===== config.mk =====
export PLATFORM = sky130hd
export DESIGN_NAME = instr_fetch_unit_flat
export DESIGN_NICKNAME = d
export VERILOG_FILES = /design/src/rtl/cpu_pkg.sv /design/src/rtl/instr_fetch_unit_if.sv /design/src/rtl/prog_store.sv /design/src/rtl/instr_fetch_unit.sv /design/src/flat_wrapper.sv
export SDC_FILE = /design/constraint.sdc
export NUM_CORES = 1
export LEC_CHECK = 0
export ABC_AREA = 1
export CORE_MARGIN = 4
export CORE_UTILIZATION = 60
export CTS_BUF_LIST = sky130_fd_sc_hd__clkbuf_4
export DETAILED_ROUTE_END_ITERATION = 8
export HOLD_SLACK_MARGIN = 0.06
export PLACE_DENSITY = 0.8
export SLEW_MARGIN = 25
export SYNTH_ARGS = -nofsm -noshare
export SYNTH_HDL_FRONTEND = slang
export SYNTH_SLANG_ARGS = --single-unit

===== constraint.sdc =====
create_clock -name clk -period 2.1 [get_ports clk]
set_input_delay 0.525 -clock clk [delete_from_list [all_inputs] [get_ports clk]]
set_output_delay 0.525 -clock clk [all_outputs]
set_load 0.02 [all_outputs]

===== src/rtl/cpu_pkg.sv =====
// Shared types and constants for the fetch unit and its neighbours.
// Optional build macro used by this slice: FETCH_BREAKPOINT_EN.
package cpu_pkg;

    // Sequencer states of the fetch unit.
    typedef enum logic [1:0] {
        HALT = 2'd0,
        RUN  = 2'd1,
        STEP = 2'd2
    } fetch_state_t;

    // Opcode presented to the control unit whenever nothing executes;
    // it decodes to "no register writes".
    localparam logic [7:0] NOP_OPCODE = 8'h00;

    // Upper nibble of the jump instruction; low nibble is the target.
    localparam logic [3:0] JMP_UPPER = 4'b0001;

endpackage


===== src/rtl/instr_fetch_unit_if.sv =====
// Fetch-unit bus: sequencer controls, program-store write port,
// control-unit feedback and the fetch outputs.
// With FETCH_BREAKPOINT_EN defined, bp_en / bp_addr are added.
interface instr_fetch_unit_if #(
    parameter int ADDR_W = 4,
    parameter int DATA_W = 8
);
    logic              run;
    logic              step;
    logic              halt;
    logic              prog_we;
    logic [ADDR_W-1:0] prog_addr;
    logic [DATA_W-1:0] prog_data;
    logic              prog_ack;
    logic              PC_sel_CU;
    logic              write_pc_CU;
    logic [DATA_W-1:0] opcode;
    logic [ADDR_W-1:0] pc;
    logic              exec_en;
    logic              halted;
`ifdef FETCH_BREAKPOINT_EN
    logic              bp_en;
    logic [ADDR_W-1:0] bp_addr;
`endif

    // Driver side: host/control unit.
    modport master (
        output run, step, halt, prog_we, prog_addr, prog_data,
        output PC_sel_CU, write_pc_CU,
        input  prog_ack, opcode, pc, exec_en, halted
`ifdef FETCH_BREAKPOINT_EN
        , output bp_en, bp_addr
`endif
    );

    // Fetch-unit side.
    modport slave (
        input  run, step, halt, prog_we, prog_addr, prog_data,
        input  PC_sel_CU, write_pc_CU,
        output prog_ack, opcode, pc, exec_en, halted
`ifdef FETCH_BREAKPOINT_EN
        , input bp_en, bp_addr
`endif
    );

endinterface


===== src/rtl/prog_store.sv =====
// Program store: register array with one synchronous write port and
// one asynchronous read port. Contents are deliberately not reset.
module prog_store #(
    parameter int ADDR_W = 4,
    parameter int DATA_W = 8
) (
    input  logic              clk,
    input  logic              we,
    input  logic [ADDR_W-1:0] waddr,
    input  logic [DATA_W-1:0] wdata,
    input  logic [ADDR_W-1:0] raddr,
    output logic [DATA_W-1:0] rdata
);

    logic [DATA_W-1:0] mem [2**ADDR_W];

    // Write port: word lands at the clock edge.
    always_ff @(posedge clk) begin
        if (we) begin
            mem[waddr] <= wdata;
        end
    end

    assign rdata = mem[raddr];

endmodule


===== src/rtl/instr_fetch_unit.sv =====
// Instruction fetch unit: program counter, program store and the
// run/step/halt sequencer feeding the control unit.
// Optional macro FETCH_BREAKPOINT_EN adds a single PC breakpoint.
module instr_fetch_unit
    import cpu_pkg::*;
#(
    parameter int ADDR_W = 4,
    parameter int DATA_W = 8
) (
    input  logic               clk,
    input  logic               reset,
    instr_fetch_unit_if.slave  bus
);

    fetch_state_t      state_q;
    fetch_state_t      state_d;
    logic [ADDR_W-1:0] pc_q;
    logic              exec_en;
    logic              in_halt;
    logic              store_we;
    logic [DATA_W-1:0] rd_data;
    logic [ADDR_W-1:0] jump_target;
    logic              bp_hit;

    assign in_halt  = (state_q == HALT);
    // Programming is only accepted while stopped; the ack is combinational.
    assign store_we = in_halt && bus.prog_we;

    prog_store #(
        .ADDR_W (ADDR_W),
        .DATA_W (DATA_W)
    ) u_prog_store (
        .clk   (clk),
        .we    (store_we),
        .waddr (bus.prog_addr),
        .wdata (bus.prog_data),
        .raddr (pc_q),
        .rdata (rd_data)
    );

`ifdef FETCH_BREAKPOINT_EN
    logic resume_q;

    // Marks the first RUN cycle after HALT so run can resume from a breakpoint.
    always_ff @(posedge clk or posedge reset) begin
        if (reset) begin
            resume_q <= 1'b0;
        end else begin
            resume_q <= in_halt;
        end
    end

    assign bp_hit = (state_q == RUN) && bus.bp_en && !resume_q
                    && (pc_q == bus.bp_addr);
`else
    assign bp_hit = 1'b0;
`endif

    // Sequencer state register.
    always_ff @(posedge clk or posedge reset) begin
        if (reset) begin
            state_q <= HALT;
        end else begin
            state_q <= state_d;
        end
    end

    // Next-state and execute enable; halt beats run, run beats step.
    always_comb begin
        state_d = state_q;
        exec_en = 1'b0;
        case (state_q)
            HALT: begin
                if (bus.halt) begin
                    state_d = HALT;
                end else if (bus.run) begin
                    state_d = RUN;
                end else if (bus.step) begin
                    state_d = STEP;
                end
            end
            RUN: begin
                if (bp_hit) begin
                    // Stop in front of the breakpoint instruction.
                    state_d = HALT;
                end else begin
                    exec_en = 1'b1;
                    if (bus.halt) begin
                        state_d = HALT;
                    end
                end
            end
            STEP: begin
                exec_en = 1'b1;
                state_d = HALT;
            end
            default: begin
                state_d = HALT;
            end
        endcase
    end

    // Jump target is the low nibble of the instruction, zero-extended.
    assign jump_target = ADDR_W'(rd_data[3:0]);

    // Program counter: moves only when an instruction executes and the
    // control unit asks for it; sequential increment wraps naturally.
    always_ff @(posedge clk or posedge reset) begin
        if (reset) begin
            pc_q <= '0;
        end else if (exec_en && bus.write_pc_CU) begin
            if (bus.PC_sel_CU) begin
                pc_q <= jump_target;
            end else begin
                pc_q <= pc_q + 1'b1;
            end
        end
    end

    assign bus.opcode   = exec_en ? rd_data : DATA_W'(NOP_OPCODE);
    assign bus.pc       = pc_q;
    assign bus.exec_en  = exec_en;
    assign bus.halted   = in_halt;
    assign bus.prog_ack = store_we;

endmodule

===== src/flat_wrapper.sv =====
// flat-port wrapper written by rule: the top's interface ports become plain ports
module instr_fetch_unit_flat import cpu_pkg::*;
#(
    parameter int ADDR_W = 4,
    parameter int DATA_W = 8
)
  (clk, reset, bus_run, bus_step, bus_halt, bus_prog_we, bus_prog_addr, bus_prog_data, bus_PC_sel_CU, bus_write_pc_CU, bus_prog_ack, bus_opcode, bus_pc, bus_exec_en, bus_halted);
  instr_fetch_unit_if #(.ADDR_W(ADDR_W), .DATA_W(DATA_W)) bus_i ();
  input  logic clk;
  input  logic reset;
  input wire logic [$bits(bus_i.run)-1:0] bus_run;
  input wire logic [$bits(bus_i.step)-1:0] bus_step;
  input wire logic [$bits(bus_i.halt)-1:0] bus_halt;
  input wire logic [$bits(bus_i.prog_we)-1:0] bus_prog_we;
  input wire logic [$bits(bus_i.prog_addr)-1:0] bus_prog_addr;
  input wire logic [$bits(bus_i.prog_data)-1:0] bus_prog_data;
  input wire logic [$bits(bus_i.PC_sel_CU)-1:0] bus_PC_sel_CU;
  input wire logic [$bits(bus_i.write_pc_CU)-1:0] bus_write_pc_CU;
  output wire logic [$bits(bus_i.prog_ack)-1:0] bus_prog_ack;
  output wire logic [$bits(bus_i.opcode)-1:0] bus_opcode;
  output wire logic [$bits(bus_i.pc)-1:0] bus_pc;
  output wire logic [$bits(bus_i.exec_en)-1:0] bus_exec_en;
  output wire logic [$bits(bus_i.halted)-1:0] bus_halted;
  assign bus_i.run = bus_run;
  assign bus_i.step = bus_step;
  assign bus_i.halt = bus_halt;
  assign bus_i.prog_we = bus_prog_we;
  assign bus_i.prog_addr = bus_prog_addr;
  assign bus_i.prog_data = bus_prog_data;
  assign bus_i.PC_sel_CU = bus_PC_sel_CU;
  assign bus_i.write_pc_CU = bus_write_pc_CU;
  assign bus_prog_ack = bus_i.prog_ack;
  assign bus_opcode = bus_i.opcode;
  assign bus_pc = bus_i.pc;
  assign bus_exec_en = bus_i.exec_en;
  assign bus_halted = bus_i.halted;
  instr_fetch_unit #(.ADDR_W(ADDR_W), .DATA_W(DATA_W)) u_core (.clk(clk), .reset(reset), .bus(bus_i));
endmodule

=== Word level (Yosys, flattened, before mapping) ===
Memories as Yosys holds them, arrays and structs flattened.
Cells that the tools add are included.

* Memories kept: 1
* Bits of input ports: 20
* Bits in registers: 6
* RAM bits: 128
* Logic and storage cells: 23

{| class="wikitable"
|+ Memories
! memory !! words !! width !! rd ports !! clocked after memory_dff !! write ports !! line !! source
|-
| u_core.u_prog_store.mem || 16 || 8 || 1 || 0 || 1 || prog_store.sv:15 || <nowiki>logic [DATA_W-1:0] mem [2**ADDR_W];</nowiki>
|}

* Reduce and logical (&&, ||, !) cells: 5
* Mux-type cells: 10
* Eq/ne operators: 4
* $add $sub $neg: 1

{| class="wikitable"
|+ Operator list
! operator !! count
|-
| two-way mux 2 bit || 4
|-
| two-way mux 8 bit || 1
|-
| adder 4 x 1 -> 4 bit (second input constant) || 1
|-
| two-way mux 4 bit || 1
|-
| != test 4 bit (second input constant) || 1
|-
| case mux 2 bit (2 select lines) || 1
|-
| two-way mux 1 bit || 3
|-
| equality test 2 x 1 -> 1 bit (second input constant) || 1
|-
| equality test 2 bit (second input constant) || 1
|-
| logical AND 1 bit || 2
|-
| logical NOT 2 bit || 1
|-
| != test 2 bit (second input constant) || 1
|-
| AND reduction 2 bit || 1
|-
| OR reduction 2 bit || 1
|}

=== Depth between registers and ports, before layout ===
Gate-level depths: netlist of the first run.

* Depth after elaboration: 4
* Depth in mapped cells: 11
* Gate-level depth less buffers: 10

=== Cells and area by module ===
A second synthesis of the first run with hierarchy kept.

* Cells, all modules: 613
* Area, all modules: 6070.8 µm²

{| class="wikitable"
|+ Modules (own cells, without submodules)
! module !! instances !! cells an instance !! area an instance (µm²)
|-
| prog_store || 1 || 543 || 5606.6
|-
| instr_fetch_unit || 1 || 70 || 464.2
|}

=== Worst setup path before layout of the first run ===
Ideal clock, no wire load.

* Path type: reg-to-output
* Start: reg u_core.pc_q[0] (netlist: u_core.bus.pc[0])
* End: out bus_opcode[4]
* Setup slack: 0.020 ns
* Data required time: 1.575 ns
* Cell stages (with the launch flop): 9
* Data arrival time: 1.555 ns
* Cells stage by stage: dfrtp_1 -> buf_6 -> inv_8 -> buf_8 -> buf_6 -> nor2_1 -> o211ai_2 -> nand3_1 -> a21oi_1

* Cells in the longest elaborated chain, start to end: 2

{| class="wikitable"
|+ RTL lines
! what !! line !! source
|-
| start, declared || instr_fetch_unit.sv:17 || <nowiki>logic [ADDR_W-1:0] pc_q;</nowiki>
|-
| start signal, assigned || instr_fetch_unit.sv:113 || <nowiki>pc_q <= jump_target;</nowiki>
|-
| start signal, assigned || instr_fetch_unit.sv:115 || <nowiki>pc_q <= pc_q + 1'b1;</nowiki>
|-
| memory read (16 x 8 bit) || n/a ||
|-
| two-way mux 8 bit || instr_fetch_unit.sv:120 || <nowiki>assign bus.opcode = exec_en ? rd_data : DATA_W'(NOP_OPCODE);</nowiki>
|-
| end, declared || flat_wrapper.sv:20 || <nowiki>output wire logic [$bits(bus_i.opcode)-1:0] bus_opcode;</nowiki>
|}

No other way between the ends.

=== Final worst setup path of the first run ===
* Start: reg u_core.pc_q[0] (netlist: u_core.bus.pc[0])
* End: out bus_opcode[3]

The elaborated chain is that of the path after synthesis.

==> qor.csv, run 1 <==
metric,value,unit
Relative slew margins,0.5241,
Rows,35,
TritonCTS buffer count,17,
CTS Sinks,134,
GRT met3 Usage,0.06062,
worst reg2reg setup slack,0.39,ns
failing checks,negative setup slack,
buffers added on ports,34,
setup TNS,-3.764,ns
Final Power,8.868,mW
# diodes,0,
drt wl/cell,19.96,µm
kind of critical path,flop to output port,
Worst-Margin Slew,0.7116,ns
DRC violations left,0,
TritonCTS clock tree,done,
largest net degree at the start of global routing,29,
maximum clock frequency,0.3797,GHz
routability cong.,0.8402,
core area,0.009240,mm²
register bit total from synthesis,134,
ratio of cells with drive above 1 in the final layout,0.2387,
most heavily used metal layer in global routing,met2,
Clock Tree Root,clkbuf_4,
Post-DRT Antenna Nets,0,
drt first-iter violations,365,
synth warn,0,
initial antenna violation count,0,
Setup crit start kind,flop,
layout overhead on the synthesized area,23.66,%
drt first pass iters,5,
# fillers,550,
fin worst setup slack,-0.5336,ns
Critical Path End Type,output port,
CP Data Arrival Time,2.11,ns
synthesized area,0.005707,mm²
VDD IR max,0.7903,mV
clock-pin slew on the worst setup and hold paths,0.13,ns
final worst path period share,1.254,
worst reg-to-reg path cell count,11,
M2 GR Usage,0.4376,
Final Hold Viols,0,
Post-Synthesis Cells,498,
CP most frequent cell,nand2_1,
GR Util met1,0.3260,
GR Util All Layers,0.2618,
"Max FO, Critical Path",28,
HP Class,primary input to async pin,
Critical R2R Capture,u_core.bus.pc[0],
Clock Latency Late Sink,0.51,ns
final WL,14530,µm
Die Width,105.5,µm
Nets,609,
Max H-tree Level,4,
Post-Syn Area per Cell,11.46,µm²
Yosys cell types,24,
grt ovf,0,
first-pass GRT wire length,21740,µm
Worst path max stage delay,0.47,ns
number of I/O pins,35,
status,"finished, violations left",
slowest CP cell,dfrtp_2,
Tmin final,2.634,ns
Leak Pwr,2.666,nW
Die ar.,0.01114,mm²
Worst Path Required,1.57,ns
vias,4213,
setup violators final,8,
area of the multi-input gates,0.001516,mm²
Max-cap violations,0,
Mapped Nets,521,
Max Slew Vio Count,0,
sequential area share after synthesis,0.6998,
via/cell ratio,5.787,
vias in the first global route,4146,
Starting Density,0.6176,
crit-path cells,buf_12 > clkinv_16 > nand2_1 > nand3_1 > nand2_1 > nor2_2 > nand2_2 > a21oi_2 > buf_6,
pwr dens,1257,mW/mm²
Critical R2R Launch,u_core.bus.pc[0],
RSZ-0062 raised after global routing,true,
Die H,105.5,µm
Worst Skew,0.02359,ns
Sequential Area,0.003996,mm²
largest buffer count on any clock path,2,
detailed placement HPWL,8156,µm
==> cells by family after synthesis <==
kind of cell             after synthesis  share of synthesized area
XOR/XNOR                               2                   0.003070
flip-flops                           134                     0.6998
adder cells (fa/ha/maj)                3                   0.006578
buffers and inverters                 52                    0.05481
AND/OR/NAND/NOR                      229                     0.1590
AO/OA/AOI/OAI                         78                    0.07674
==> synth_stat cells <==
cell type    n  area, µm²
buf_8        1      15.01
inv_8        1      11.26
ha_1         3      37.54
nand2_2      1      6.260
nand3_1     27      135.1
o22ai_1      5      31.28
buf_2        7      35.03
nor2_4       1      11.26
o211ai_2     1      12.51
buf_4        6      45.04
a21oi_2      1      8.760
o211ai_1    12      90.09
nor2_1     103      386.6
a21oi_1     15      75.07
inv_1       25      93.84
o21ai_1      6      30.03
buf_6        9      101.4
nand2_1     96      360.4
dfrtp_1      6      150.1
inv_2        3      11.26
o21ai_0     38      190.2
xor2_1       2      17.52
edfxtp_1   128       3844
nand3b_1     1      7.510
==> repair_timing <==
action | CTS | global route
pin swaps | 19 | 17
endpoints found under the setup margin | 15 | 11
gates resized for setup | 107 | 35
gates cloned | 4 | 2
hold buffers | 0 | 0
setup buffers | 11 | 3
==> metal layers <==
metal	vias to the layer above	wire [µm]
met5	-	0
met4	0	492
met3	46	1393
met2	257	7211
met1	2015	5432
li1	1895	-
==> state kept, by name, summed over array words and instances, names as in the netlist <==
name,flops
u_core.u_prog_store.mem,128
u_core.bus.pc,4
u_core.state_q,2
==> per-stage QoR <==
step / hold WS, ns / utilization / setup WS [ns] / cells / cell area [µm²]
final: 0.2243 / 0.7637 / -0.5336 / 728 / 7057
after global routing: 0.2004 / 0.7637 / -0.5980 / 728 / 7057
after CTS: 0.1997 / 0.7462 / -0.4522 / 723 / 6895
after detailed placement: 0.5076 / 0.6857 / -0.4271 / 676 / 6336
after global placement: 0.4920 / 0.6857 / -0.3738 / 676 / 6336
after floorplan: 0.3160 / - / 0.02043 / 498 / 5707
==> worst max-delay path, delay by kind of cell, from the launching register on <==
family / cells / cell delay (ns)
AND/OR/NAND/NOR: 5 / 0.55
buffers and inverters: 3 / 0.42
flip-flops: 1 / 0.47
AO/OA/AOI/OAI: 1 / 0.16
==> layout make-up <==
type                            count  share of cell area
Timing Repair inverter              1            0.004255
Tap cell                          129             0.02287
Multi-Input combinational cell    312              0.2149
Clock inverter                     13             0.01862
Sequential cell                   134              0.5663
Timing Repair Buffer               91              0.1337
Inverter                           29             0.01915
Clock buffer                       19             0.02021
==> how the worst max path moves through the flow <==
stage / end / from / depth (start not counted)
after floorplan: bus_opcode[4] / u_core.bus.pc[0] / 8
after global placement: bus_opcode[1] / u_core.bus.pc[0] / 8
after detailed placement: bus_opcode[1] / u_core.bus.pc[0] / 8
after CTS: bus_opcode[6] / u_core.bus.pc[0] / 9
after global routing: bus_opcode[3] / u_core.bus.pc[0] / 9
final: bus_opcode[3] / u_core.bus.pc[0] / 9
==> report_power, final <==
group	switching, mW	internal [mW]	total [mW]
clock	0.952	0.727	1.68
sequential	0.0757	3.01	3.08
combinational	2.38	1.73	4.11
total	3.41	5.46	8.87
==> placed cells by master, fill, tap and decap left out, drive strengths merged <==
master / count
clkinv: 8
nor2: 104
o22ai: 5
bufinv: 2
a21oi: 16
o21ai: 44
dlygate4sd2: 2
dfrtp: 6
clkdlybuf4s15: 1
inv: 30
edfxtp: 128
ha: 3
nand3b: 1
o211ai: 13
clkinvlp: 3
nand2: 97
clkbuf: 21
xor2: 2
buf: 67
nand3: 27
clkdlybuf4s50: 19
(Power assumes the default switching activity.)
==> inputs of run 2 (changes only) <==
--- a/config.mk
+++ b/config.mk
@@ -5,13 +5,12 @@
 export SDC_FILE = /design/constraint.sdc
 export NUM_CORES = 1
 export LEC_CHECK = 0
-export ABC_AREA = 1
 export CORE_MARGIN = 4
 export CORE_UTILIZATION = 60
 export CTS_BUF_LIST = sky130_fd_sc_hd__clkbuf_4
 export DETAILED_ROUTE_END_ITERATION = 8
 export HOLD_SLACK_MARGIN = 0.06
-export PLACE_DENSITY = 0.8
+export PLACE_DENSITY = 0.81
 export SLEW_MARGIN = 25
 export SYNTH_ARGS = -nofsm -noshare
 export SYNTH_HDL_FRONTEND = slang
==> qor.csv, run 2 <==
metric,value,unit,change
number of I/O pins,35,,unchanged
# diodes,0,,unchanged
Die Width,102.6,µm,-2.7%
GR Util All Layers,0.2627,,+0.0008772
routability cong.,0.8535,,+1.6%
Post-DP Area,0.006374,mm²,+0.59%
"Max FO, Critical Path",5,,-82%
Critical R2R Launch,u_core.bus.pc[0],,
first-pass GRT wire length,18950,µm,-13%
Switching Fraction,0.2915,,-0.09278
largest net degree at the start of global routing,17,,-41%
"count leader, synth",edfxtp_1,,
drt first pass iters,5,,unchanged
Post-DRT Antenna Nets,0,,unchanged
final WL,12570,µm,-14%
TritonCTS buffer count,17,,unchanged
pwr dens,1079,mW/mm²,-14%
setup violators final,8,,unchanged
VDD IR max,0.6142,mV,-22%
number of synthesized flops with an enable pin,128,,unchanged
Area contributors post-synth,"edfxtp_1 (72%), mux4_2 (15%), dfrtp_1 (2.8%), mux2i_1 (1.7%), nor2_1 (0.91%)",,
Tmin final,3.007,ns,+0.3735 ns
Post-Syn Area per Cell,20.59,µm²,+80%
clock-pin slew on the worst setup and hold paths,0.12,ns,about the same
Worst Path Required,1.57,ns,about the same
Die H,102.6,µm,-2.7%
Logic pwr share,0.356,,-0.107
ys flop type,edfxtp_1,,
Yosys cell types,30,,+25%
Critical Path End Type,output port,,
Crit path max-delay family,multiplexers,,
vias in the first global route,3167,,-24%
layout overhead on the synthesized area,26.61,%,
Worst path max stage delay,0.50,ns,+0.03 ns
Psw,2.141,mW,-37%
kind of critical path,flop to output port,,
Pint,5.204,mW,-4.7%
synthesized area,0.005374,mm²,-5.8%
largest buffer count on any clock path,2,,unchanged
worst reg2reg setup slack,0.08,ns,-0.31 ns
Die ar.,0.01054,mm²,-5.4%
grt ovf,0,,unchanged
Final Non-Filler Cells,492,,-32%
ratio of cells with drive above 1 in the final layout,0.4609,,+0.2222
Rows,34,,-2.9%
Inst Count DP,449,,-34%
Starting Density,0.6162,,-0.001391
Setup crit start kind,flop,,
register bit total from synthesis,134,,unchanged
Reg with most FFs,u_core.u_prog_store.mem,,
final instance area,0.006804,mm²,-3.6%
TritonCTS clock tree,done,,
Clk pwr share,0.229,,+0.040
DRC violations left,0,,unchanged
core area,0.008721,mm²,-5.6%
post-place setup slack,-0.6933,ns,-0.2662 ns
fin worst setup slack,-0.9071,ns,-0.3735 ns
final hold slack,0.2549,ns,+0.03066 ns
Relative slew margins,0.6139,,+0.08972
most frequent cells in the layout,"edfxtp_1 (128), buf_4 (58), mux4_2 (36), clkdlybuf4s50_1 (19), clkbuf_4 (18)",,
vias,3082,,-27%
Final Hold Viols,0,,unchanged
Nets,394,,-35%
detailed placement HPWL,8093,µm,-0.77%
initial antenna violation count,0,,unchanged
post-synth top area share,0.7153,,+0.04171
failing checks,negative setup slack,,
via/cell ratio,6.264,,+8.2%
HP Class,primary input to async pin,,
worst reg-to-reg path cell count,7,,-4
CTS Sinks,134,,unchanged
Leak Pwr,2.392,nW,-10%
Mapped Nets,284,,-45%
Crit path buffers/inverters,3,,unchanged
Worst Skew,0.01471,ns,-0.008882 ns
Max-cap violations,0,,unchanged
Max H-tree Level,4,,unchanged
Final Power,7.344,mW,-17%
maximum clock frequency,0.3325,GHz,-12%
setup TNS,-6.560,ns,-2.796 ns
slowest CP cell,mux4_2,,
Worst-Margin Slew,0.5774,ns,-0.1342 ns
Max Slew Vio Count,0,,unchanged
Yosys top cell by area,edfxtp_1,,
status,"finished, violations left",,
synth warn,0,,unchanged
buffers added on ports,34,,unchanged
final worst path period share,1.432,,+0.1779
Critical R2R Capture,u_core.bus.pc[3],,
CP Data Arrival Time,2.48,ns,+0.37 ns
crit-path cells,buf_12 > buf_12 > mux4_2 > mux4_2 > and2_4 > buf_6,,
Clock Latency Late Sink,0.52,ns,about the same
sequential area share after synthesis,0.7432,,+0.04334
RSZ-0062 raised after global routing,true,,
Clock Tree Root,clkbuf_4,,
"most common cell after layout, fill and taps aside",edfxtp_1,,
drt wl/cell,25.54,µm,+28%
Largest register FFs,128,,unchanged
Reg power frac,0.415,,+0.067
Synth top cells by count,"edfxtp_1 (128), mux4_2 (36), nor2_1 (13)",,
drt first-iter violations,296,,-19%
final core utilization,0.7802,,+0.01649
# fillers,452,,-18%
Async SR Flop Fraction,0.04478,,unchanged
Post-Synthesis Cells,261,,-48%
[run 2: how the worst max path moves through the flow]
stage	from	end	slack, ns	cells after the start
2_1_floorplan	u_core.bus.pc[0]	bus_opcode[4]	-0.29	5
3_3_place_gp	u_core.bus.pc[0]	bus_opcode[4]	-0.65	5
3_5_place_dp	u_core.bus.pc[0]	bus_opcode[4]	-0.69	5
4_1_cts	u_core.bus.pc[0]	bus_opcode[4]	-0.89	6
5_1_grt	u_core.bus.pc[0]	bus_opcode[5]	-1.0	6
6_report	u_core.bus.pc[0]	bus_opcode[5]	-0.91	6
[run 2: worst register-to-register path, cell delays in order (launching register included)]
cell and delay (ns):
dfrtp_2 0.44, buf_6 0.16, buf_12 0.14, mux4_2 0.50
mux2i_1 0.16, mux2i_1 0.14, buf_4 0.16, o221a_4 0.24
[run 2: logic make-up after synthesis]
kind of cell,after synthesis,synth area share
and+or+nand+nor,47,0.04587
buffers and inverters,18,0.01839
AOI/OAI and AO/OA,12,0.01374
muxes,47,0.1718
DFF,134,0.7432
adders and majority gates,3,0.006986
[run 2: cell type report]
class / instances / area (µm²) / share of cell area
inverters: 6 / 22.52 / 0.003310
repair buffers: 103 / 975.9 / 0.1434
well taps: 108 / 135.1 / 0.01986
clock inverters: 14 / 150.1 / 0.02207
flip-flops and latches: 134 / 3996 / 0.5873
multi-input cells: 109 / 1389 / 0.2041
clock buffers: 18 / 135.1 / 0.01986
[run 2: what timing repair did]
item,CTS,global route
endpoints found under the setup margin,21,15
hold buffers,0,0
pin swaps,6,5
resized for setup,83,8
gates cloned,2,0
buffers inserted,12,2
[run 2: power by group through the flow]
stage / Clock (mW) / Combinational [mW] / Sequential [mW]
6_report: 1.68 / 2.61 / 3.05
5_1_grt: 1.85 / 2.77 / 3.05
4_1_cts: 1.70 / 2.71 / 3.04
3_5_place_dp: 0 / 2.37 / 3.10
3_3_place_gp: 0 / 2.30 / 3.10
2_1_floorplan: 0 / 1.49 / 3.13
[run 2: layer usage]
layer  share of wire  GRT usage
met1            0.38     0.3533
met4           0.018    0.07871
met2            0.53     0.4355
met3           0.080    0.06157
met5               0          0
==> inputs of run 3 (changes only) <==
--- a/config.mk
+++ b/config.mk
@@ -6,12 +6,12 @@
 export NUM_CORES = 1
 export LEC_CHECK = 0
 export CORE_MARGIN = 4
-export CORE_UTILIZATION = 60
+export CORE_UTILIZATION = 55
 export CTS_BUF_LIST = sky130_fd_sc_hd__clkbuf_4
 export DETAILED_ROUTE_END_ITERATION = 8
 export HOLD_SLACK_MARGIN = 0.06
-export PLACE_DENSITY = 0.81
-export SLEW_MARGIN = 25
+export PLACE_DENSITY = 0.78
+export SLEW_MARGIN = 20
 export SYNTH_ARGS = -nofsm -noshare
 export SYNTH_HDL_FRONTEND = slang
 export SYNTH_SLANG_ARGS = --single-unit
==> constraint.sdc (replaced) <==
create_clock -name clk -period 2.5 [get_ports clk]
set_input_delay 0.625 -clock clk [delete_from_list [all_inputs] [get_ports clk]]
set_output_delay 0.625 -clock clk [all_outputs]
set_load 0.02 [all_outputs]
==> qor.csv, run 3 (synthesized netlist as in run 2, its figures left out) <==
metric,value,unit,change
layout overhead on the synthesized area,25.52,%,
vias,2890,,-6.2%
ratio of cells with drive above 1 in the final layout,0.3962,,-0.06471
Largest register FFs,128,,unchanged
vias in the first global route,2992,,-5.5%
fin worst setup slack,-0.6309,ns,+0.2762 ns
largest buffer count on any clock path,2,,unchanged
grt ovf,0,,unchanged
pwr dens,958.2,mW/mm²,-11%
Worst path max stage delay,0.51,ns,about the same
Critical Path End Type,output port,,
buffers added on ports,34,,unchanged
Starting Density,0.5734,,-0.04278
Post-DRT Antenna Nets,0,,unchanged
largest net degree at the start of global routing,17,,unchanged
"Max FO, Critical Path",5,,unchanged
final instance area,0.006745,mm²,-0.86%
status,"finished, violations left",,
Rows,35,,+2.9%
initial antenna violation count,0,,unchanged
Setup crit start kind,flop,,
worst reg-to-reg path cell count,10,,+3
Final Hold Viols,0,,unchanged
Relative slew margins,0.5785,,-0.03532
failing checks,negative setup slack,,
Tmin final,3.131,ns,
kind of critical path,flop to output port,,
Die ar.,0.01142,mm²,+8.4%
Post-DP Area,0.006246,mm²,-2.0%
crit-path cells,buf_12 > buf_12 > mux4_2 > mux4_2 > and2_4 > buf_6,,
Worst-Margin Slew,0.6302,ns,+0.05281 ns
drt wl/cell,23.39,µm,-8.4%
via/cell ratio,5.780,,-7.7%
setup violators final,8,,unchanged
hold-fix buffers at CTS,0,,unchanged
"most common cell after layout, fill and taps aside",edfxtp_1,,
worst reg2reg setup slack,0.17,ns,+0.09 ns
final worst path period share,1.252,,
CP Data Arrival Time,2.51,ns,+0.03 ns
TritonCTS clock tree,done,,
final WL,11690,µm,-6.9%
slowest CP cell,mux4_2,,
# fillers,594,,+31%
GR Util All Layers,0.2218,,-0.04087
drt first pass iters,4,,-1
HP Class,primary input to async pin,,
Critical Path End,bus_opcode[6],,
Nets,382,,-3.0%
VDD IR max,0.5504,mV,-10%
Clock Latency Late Sink,0.53,ns,about the same
clock-pin slew on the worst setup and hold paths,0.13,ns,about the same
Worst Skew,0.01697,ns,+0.002259 ns
RSZ-0062 raised after global routing,true,,
DRC violations left,0,,unchanged
Reg with most FFs,u_core.u_prog_store.mem,,
core area,0.009371,mm²,+7.5%
Leak Pwr,2.344,nW,-2.0%
TritonCTS buffer count,17,,unchanged
Critical R2R Capture,u_core.bus.pc[3],,
Clock Tree Root,clkbuf_4,,
routability cong.,0.8141,,-4.6%
final core utilization,0.7198,,-0.06044
Max H-tree Level,4,,unchanged
number of I/O pins,35,,unchanged
detailed placement HPWL,7480,µm,-7.6%
Max Slew Vio Count,0,,unchanged
CTS Sinks,134,,unchanged
Die Width,106.8,µm,+4.1%
first-pass GRT wire length,17800,µm,-6.1%
Max-cap violations,0,,unchanged
Worst Path Required,1.88,ns,+0.31 ns
Critical R2R Launch,u_core.bus.pc[0],,
# diodes,0,,unchanged
maximum clock frequency,0.3194,GHz,
Die H,106.8,µm,+4.1%
final hold slack,0.3304,ns,+0.07550 ns
most frequent cells in the layout,"edfxtp_1 (128), buf_4 (48), mux4_2 (36), clkdlybuf4s50_1 (21), clkbuf_4 (17)",,
Worst Setup SP,u_core.bus.pc[0],,
drt first-iter violations,232,,-22%
[run 3: critical path, delay by kind of cell, from the launching register on]
kind / cells / cell delay [ns]
buf+inv: 3 / 0.37
flops: 1 / 0.42
simple gates: 1 / 0.16
mux: 2 / 1.01
[run 3: area by class of cell]
class | count | area, µm² | area share
flip-flops and latches | 134 | 3995 | 0.5923
clock inverters | 14 | 222.7 | 0.03302
repair buffers | 91 | 904.6 | 0.1341
well taps | 129 | 161.4 | 0.02393
inverters | 6 | 22.52 | 0.003339
multi-input cells | 109 | 1311 | 0.1944
clock buffers | 17 | 127.6 | 0.01892
[run 3: metal layers]
layer | routed length, µm | global-route usage | part of all wire
met2 | 5854 | 0.3674 | 0.50
met4 | 229 | 0.07032 | 0.020
met1 | 4661 | 0.2840 | 0.40
met3 | 948 | 0.06743 | 0.081
met5 | 0 | 0 | 0
[run 3: worst min path at each step]
stage	endpoint	startpoint	cells past startpoint	slack [ns]
6_report	u_core.bus.pc[0]	reset	2	0.33
5_1_grt	u_core.bus.pc[0]	reset	2	0.34
4_1_cts	u_core.bus.pc[1]	reset	2	0.32
3_5_place_dp	u_core.state_q[0]	u_core.state_q[0]	2	0.58
3_3_place_gp	u_core.state_q[0]	u_core.state_q[0]	2	0.55
2_1_floorplan	u_core.bus.pc[1]	reset	1	0.42
[run 3: power by group]
group          switching, mW  total (mW)  internal (mW)
clock network          0.794        1.69          0.900
logic                  0.921        2.22           1.30
registers             0.0359        2.55           2.51
[run 3: timing repair]
action / in CTS / in global routing
buffers inserted: 8 / 3
gates cloned: 2 / 0
pin swaps: 5 / 0
endpoints found under the setup margin: 13 / 11
resized for setup: 55 / 5
[run 3: metrics by stage]
stage | setup TNS (ns) | setup slack [ns] | total power [mW] | std cells
after detailed placement | -4.157 | -0.3950 | 4.520 | 456
after global placement | -3.331 | -0.3886 | 4.468 | 456
after global routing | -5.556 | -0.7289 | 6.765 | 500
final | -4.734 | -0.6309 | 6.463 | 500
after floorplan | 0 | 0.01082 | 3.811 | 261
after CTS | -4.776 | -0.6271 | 6.444 | 497
